$ cat config.mk
export PLATFORM = sky130hd
export DESIGN_NAME = serial_adder_subtractor
export DESIGN_NICKNAME = d
export VERILOG_FILES = /design/src/rtl/add_sub_pkg.sv /design/src/rtl/chunk_adder.sv /design/src/rtl/serial_adder_subtractor.sv
export SDC_FILE = /design/constraint.sdc
export NUM_CORES = 1
export LEC_CHECK = 0
export BUFFER_PORTS_ARGS = -buffer_cell sky130_fd_sc_hd__buf_4
export CAP_MARGIN = 10
export CORE_UTILIZATION = 55
export DETAILED_ROUTE_END_ITERATION = 8
export MAX_ROUTING_LAYER = met4
export PLACE_DENSITY = 0.78
export REMOVE_ABC_BUFFERS = 1
export SKIP_LAST_GASP = 1
export SYNTH_ARGS = -nofsm -noshare
export SYNTH_HDL_FRONTEND = slang
export SYNTH_SLANG_ARGS = --single-unit
$ cat constraint.sdc
create_clock -name clk -period 7.4 [get_ports clk]
set_input_delay 0.74 -clock clk [delete_from_list [all_inputs] [get_ports clk]]
set_output_delay 0.74 -clock clk [all_outputs]
set_load 0.02 [all_outputs]
$ cat src/rtl/add_sub_pkg.sv
// Shared types and sizing helpers for the serial adder/subtractor.
package add_sub_pkg;

  typedef enum logic [1:0] {
    IDLE = 2'd0,
    BUSY = 2'd1,
    DONE = 2'd2
  } state_e;

  // Number of CHUNK-bit slices in a WIDTH-bit operand.
  function automatic int unsigned calc_nchunk(input int unsigned width, input int unsigned chunk);
    return width / chunk;
  endfunction

  // Slice index width; never below one bit so a single-slice build still has a register.
  function automatic int unsigned calc_idx_w(input int unsigned nchunk);
    return (nchunk <= 1) ? 1 : $clog2(nchunk);
  endfunction

endpackage

$ cat src/rtl/chunk_adder.sv
// Combinational CHUNK-bit ripple-carry slice. o_msb_cin is the carry into the
// top bit, used for signed-overflow detection on the most significant slice.
module chunk_adder #(
  parameter int unsigned CHUNK = 4
) (
  input  logic [CHUNK-1:0] i_a,
  input  logic [CHUNK-1:0] i_b,
  input  logic             i_cin,
  output logic [CHUNK-1:0] o_sum,
  output logic             o_cout,
  output logic             o_msb_cin
);

  logic [CHUNK:0] w_c;

  // Ripple the carry from bit 0 upwards.
  always_comb begin
    w_c    = '0;
    o_sum  = '0;
    w_c[0] = i_cin;
    for (int i = 0; i < int'(CHUNK); i++) begin
      o_sum[i]  = i_a[i] ^ i_b[i] ^ w_c[i];
      w_c[i+1]  = (i_a[i] & i_b[i]) | (i_a[i] & w_c[i]) | (i_b[i] & w_c[i]);
    end
  end

  assign o_cout    = w_c[CHUNK];
  assign o_msb_cin = w_c[CHUNK-1];

endmodule

$ cat src/rtl/serial_adder_subtractor.sv
// Multi-cycle adder/subtractor: CHUNK bits per clock, LSB slice first, behind a
// start/done handshake. Define ADD_SUB_OVERFLOW_EN to add the signed overflow output.
module serial_adder_subtractor
  import add_sub_pkg::*;
#(
  parameter int unsigned WIDTH = 16,
  parameter int unsigned CHUNK = 4
) (
  input  logic             clk,
  input  logic             rst,
  input  logic             start,
  input  logic [WIDTH-1:0] a,
  input  logic [WIDTH-1:0] b,
  input  logic             M,
  output logic             busy,
  output logic             done,
  output logic [WIDTH-1:0] sum,
  output logic             c_out
`ifdef ADD_SUB_OVERFLOW_EN
  ,
  output logic             overflow
`endif
);

  localparam int unsigned NCHUNK = calc_nchunk(WIDTH, CHUNK);
  localparam int unsigned IDX_W  = calc_idx_w(NCHUNK);

  if ((WIDTH % CHUNK) != 0) begin : g_bad_chunk
    $error("serial_adder_subtractor: WIDTH must be an integer multiple of CHUNK");
  end

  state_e             r_state, w_state_next;
  logic [WIDTH-1:0]   r_op_a, r_op_b, r_part, r_sum;
  logic [IDX_W-1:0]   r_idx;
  logic               r_carry, r_c_out;
  logic               w_accept, w_last;
  logic [31:0]        w_base;
  logic [CHUNK-1:0]   w_a_slice, w_b_slice, w_s;
  logic               w_cout, w_msb_cin;
  logic [WIDTH-1:0]   w_part_next;

  assign w_accept = start && ((r_state == IDLE) || (r_state == DONE));
  assign w_last   = (r_idx == IDX_W'(NCHUNK - 1));
  assign w_base   = 32'(r_idx) * CHUNK;

  // Select the current operand slices and splice the new slice into the partial result.
  always_comb begin
    w_a_slice   = r_op_a[w_base +: CHUNK];
    w_b_slice   = r_op_b[w_base +: CHUNK];
    w_part_next = r_part;
    w_part_next[w_base +: CHUNK] = w_s;
  end

  chunk_adder #(
    .CHUNK (CHUNK)
  ) u_chunk_adder (
    .i_a       (w_a_slice),
    .i_b       (w_b_slice),
    .i_cin     (r_carry),
    .o_sum     (w_s),
    .o_cout    (w_cout),
    .o_msb_cin (w_msb_cin)
  );

  // State register.
  always_ff @(posedge clk) begin
    if (rst) r_state <= IDLE;
    else     r_state <= w_state_next;
  end

  // Next-state logic; DONE accepts a new start exactly like IDLE.
  always_comb begin
    w_state_next = r_state;
    unique case (r_state)
      IDLE:    if (w_accept) w_state_next = BUSY;
      BUSY:    if (w_last)   w_state_next = DONE;
      DONE:    w_state_next = w_accept ? BUSY : IDLE;
      default: w_state_next = IDLE;
    endcase
  end

  // Operand latch, per-slice accumulation and result update on the final slice.
  always_ff @(posedge clk) begin
    if (rst) begin
      r_op_a  <= '0;
      r_op_b  <= '0;
      r_part  <= '0;
      r_carry <= 1'b0;
      r_idx   <= '0;
      r_sum   <= '0;
      r_c_out <= 1'b0;
    end else if (w_accept) begin
      // Subtract as a + ~b + 1: invert B and seed the carry with M.
      r_op_a  <= a;
      r_op_b  <= b ^ {WIDTH{M}};
      r_carry <= M;
      r_idx   <= '0;
    end else if (r_state == BUSY) begin
      r_part  <= w_part_next;
      r_carry <= w_cout;
      r_idx   <= r_idx + IDX_W'(1);
      if (w_last) begin
        r_sum   <= w_part_next;
        r_c_out <= w_cout;
      end
    end
  end

`ifdef ADD_SUB_OVERFLOW_EN
  logic r_overflow;

  // Signed overflow captured alongside sum on the completing edge.
  always_ff @(posedge clk) begin
    if (rst)                                r_overflow <= 1'b0;
    else if ((r_state == BUSY) && w_last)   r_overflow <= w_msb_cin ^ w_cout;
  end

  assign overflow = r_overflow;
`else
  logic w_unused_msb_cin;
  assign w_unused_msb_cin = w_msb_cin;
`endif

  assign busy  = (r_state == BUSY);
  assign done  = (r_state == DONE);
  assign sum   = r_sum;
  assign c_out = r_c_out;

endmodule

==> flow_metrics.tcl <==
set metrics [dict create \
    io_buffers 54 \
    p_leak_nw 1.51 \
    ir_drop_uv 130 \
    power_density_nw_per_um2 225 \
    max_stage_delay_ns 0.86 \
    vias 2519 \
    syn_avg_cell_area_um2 9.45 \
    grt_pass1_wl_mm 10.4 \
    cts-buffers-inserted 9 \
    clock_path_buffers 2 \
    crit_path_frequent_cell "fa_1" \
    synthTopCellsByCount "dfxtp_1, nor2_1, nand2_1" \
    hold_viol_final 0 \
    grt_usage_pct 22.4 \
    clkLatencyLatePin_ns 0.34 \
    postRouteAntennaNets 0 \
    drcViolationCount 0 \
    diodes 0 \
    seq_area_frac_synth_pct 43.2 \
    synth_top_cell_by_area "dfxtp_1" \
    synth_async_sr_flop_share_pct 0 \
    ios 55 \
    drtIter0Drc 197 \
    globalplace.congestion 0.795 \
    synth_most_common_cell "dfxtp_1" \
    grt_pass1_vias 2293 \
    run_status "finished, final reports clean" \
    drive_above_1_share_pct 20.8 \
    dp_hpwl_mm 4.13 \
    die_height_um 78.8 \
    synth_top_cell_area_share_pct 43.2 \
    relSlewSlack_pct 35.1 \
    synth_cell_types 30 \
    die_x_um 78.8 \
    skew_ns 0.00929 \
    clockRootBuffer "clkbuf_8" \
    die-area_um2 6210 \
    hold_class "register to register" \
    crit_path_start_kind "register" \
    antenna_found_initial 0 \
    htree_levels 3 \
    p_total_mw 0.847 \
    overflow 0 \
    period_needed_ns 3.64 \
    synth_warnings 0 \
    arrival_ns 3.90 \
    tns_ns 0 \
    synth_seq_cells 70 \
    max_freq_mhz 275 \
    slowest_stage "dfxtp_1" \
    finalSetupViolCount 0 \
    drv_cap 0 \
    synthFlopType "dfxtp_1" \
    worst_pin_slew_ns 0.972 \
    cts_setup_buffers 0 \
    cts-resized-gates 0 \
    wl_per_cell_um 13.7 \
    rows 27 \
    syn_area_um2 3240 \
    required_ns 7.67 \
    path_cells "mux4_2 > fa_1 > inv_1 > fa_1 > fa_1 > inv_1 > fa_1 > nor2b_1 > a221oi_1 > nor3_1" \
    layout.nets 425 \
    clk_pin_slew_ns 0.08 \
    core_um2 5610 \
    crit_path_end_kind "register" \
    cts_hold_buf 0 \
    path_class "register to register" \
    synth_area_leaders "dfxtp_1, nor2_1, xnor2_1, nand2_1, a221oi_1" \
    syn_inst 343 \
    rsz0062_at_grt "no" \
    initial_utilization_pct 57.8 \
    cp_max_fo 18 \
    clock-sinks 70 \
    drt_first_pass_iters 4 \
    synth_edf_count 0 \
    cts_tree "built" \
    wl_mm 6.24 \
    post-route-period-util_pct 49.1 \
    area_delta_synth_final_pct 16.3 \
    drv_slew 0 \
    vias_per_cell 5.52 \
    grt_max_degree 71 \
]
registers in the layout, indices dropped and copies added, names as in the netlist:
name     flops
c_out        1
r_carry      1
r_idx        2
r_op_a      16
r_op_b      16
r_part      16
r_state      2
sum         16
critical path, delay by kind of cell (launching register included):
family	cells	cell delay, ns
flip-flops	1	0.86
buffers and inverters	2	0.12
AND/OR/NAND/NOR	2	0.57
AO/OA/AOI/OAI	1	0.14
adder cells (fa/ha/maj)	4	1.26
multiplexers	1	0.61
layout make-up:
type,instances,area (um^2)
Fill cell,495,1840
Multi-Input combinational cell,230,1600
Sequential cell,70,1400
Timing Repair Buffer,54,405
Clock buffer,10,138
Tap cell,72,90.1
Clock inverter,6,85.1
Inverter,14,52.6
where the power goes:
| group | internal (mW) | leakage [nW] | total [mW] | switching [mW] |
|---|---|---|---|---|
| clock | 0.198 | 0.108 | 0.340 | 0.143 |
| combinational | 0.0476 | 0.830 | 0.102 | 0.0543 |
| sequential | 0.393 | 0.571 | 0.405 | 0.0123 |
cells in the final DEF, fill, tap and decap left out, drive strengths merged, types with 8 or more instances in the layout:
cell	count
clkbuf	10
xnor2	17
a21oi	22
a32oi	12
buf	54
nor2	48
inv	14
a211oi	17
a221oi	16
nand2	38
mux4	8
nor3	18
dfxtp	70
per-layer routing:
metal	vias up	wire, um	global-route usage (%)
met4	0	112	10.2
met2	62	2920	33.0
li1	1278	-	-
met3	10	275	5.63
met1	1169	2930	29.0
met5	-	0	-
logic make-up after synthesis:
kind of cell             Yosys count  share of synthesized area, %
AND/OR/NAND/NOR                  126                          18.1
flip-flops                        70                          43.2
AO/OA/AOI/OAI                     67                          15.1
buffers and inverters             43                          7.68
XOR/XNOR                          17                          4.59
multiplexers                      10                          6.52
adder cells (fa/ha/maj)           10                          4.79
per-stage QoR:
step                      hold slack (ns)  cell area, um^2  utilization [%]  cells  setup WS, ns
after floorplan                     0.425             3050                -    314          4.16
after global placement              0.439             3550             63.3    440          3.82
after detailed placement            0.445             3550             63.3    440          3.76
after CTS                           0.456             3770             67.2    456          3.74
after global routing                0.477             3770             67.2    456          3.53
final                               0.454             3770             67.2    456          3.76
final timing paths:
check	start	to	slack, ns	cells past startpoint
max	r_idx[0]	sum[11]	3.76	10
min	r_op_a[5]	r_op_a[5]	0.45	2
max reg2reg	r_idx[0]	sum[11]	3.76	10
min reg2reg	r_op_a[5]	r_op_a[5]	0.45	2
(Power assumes the default switching activity.)
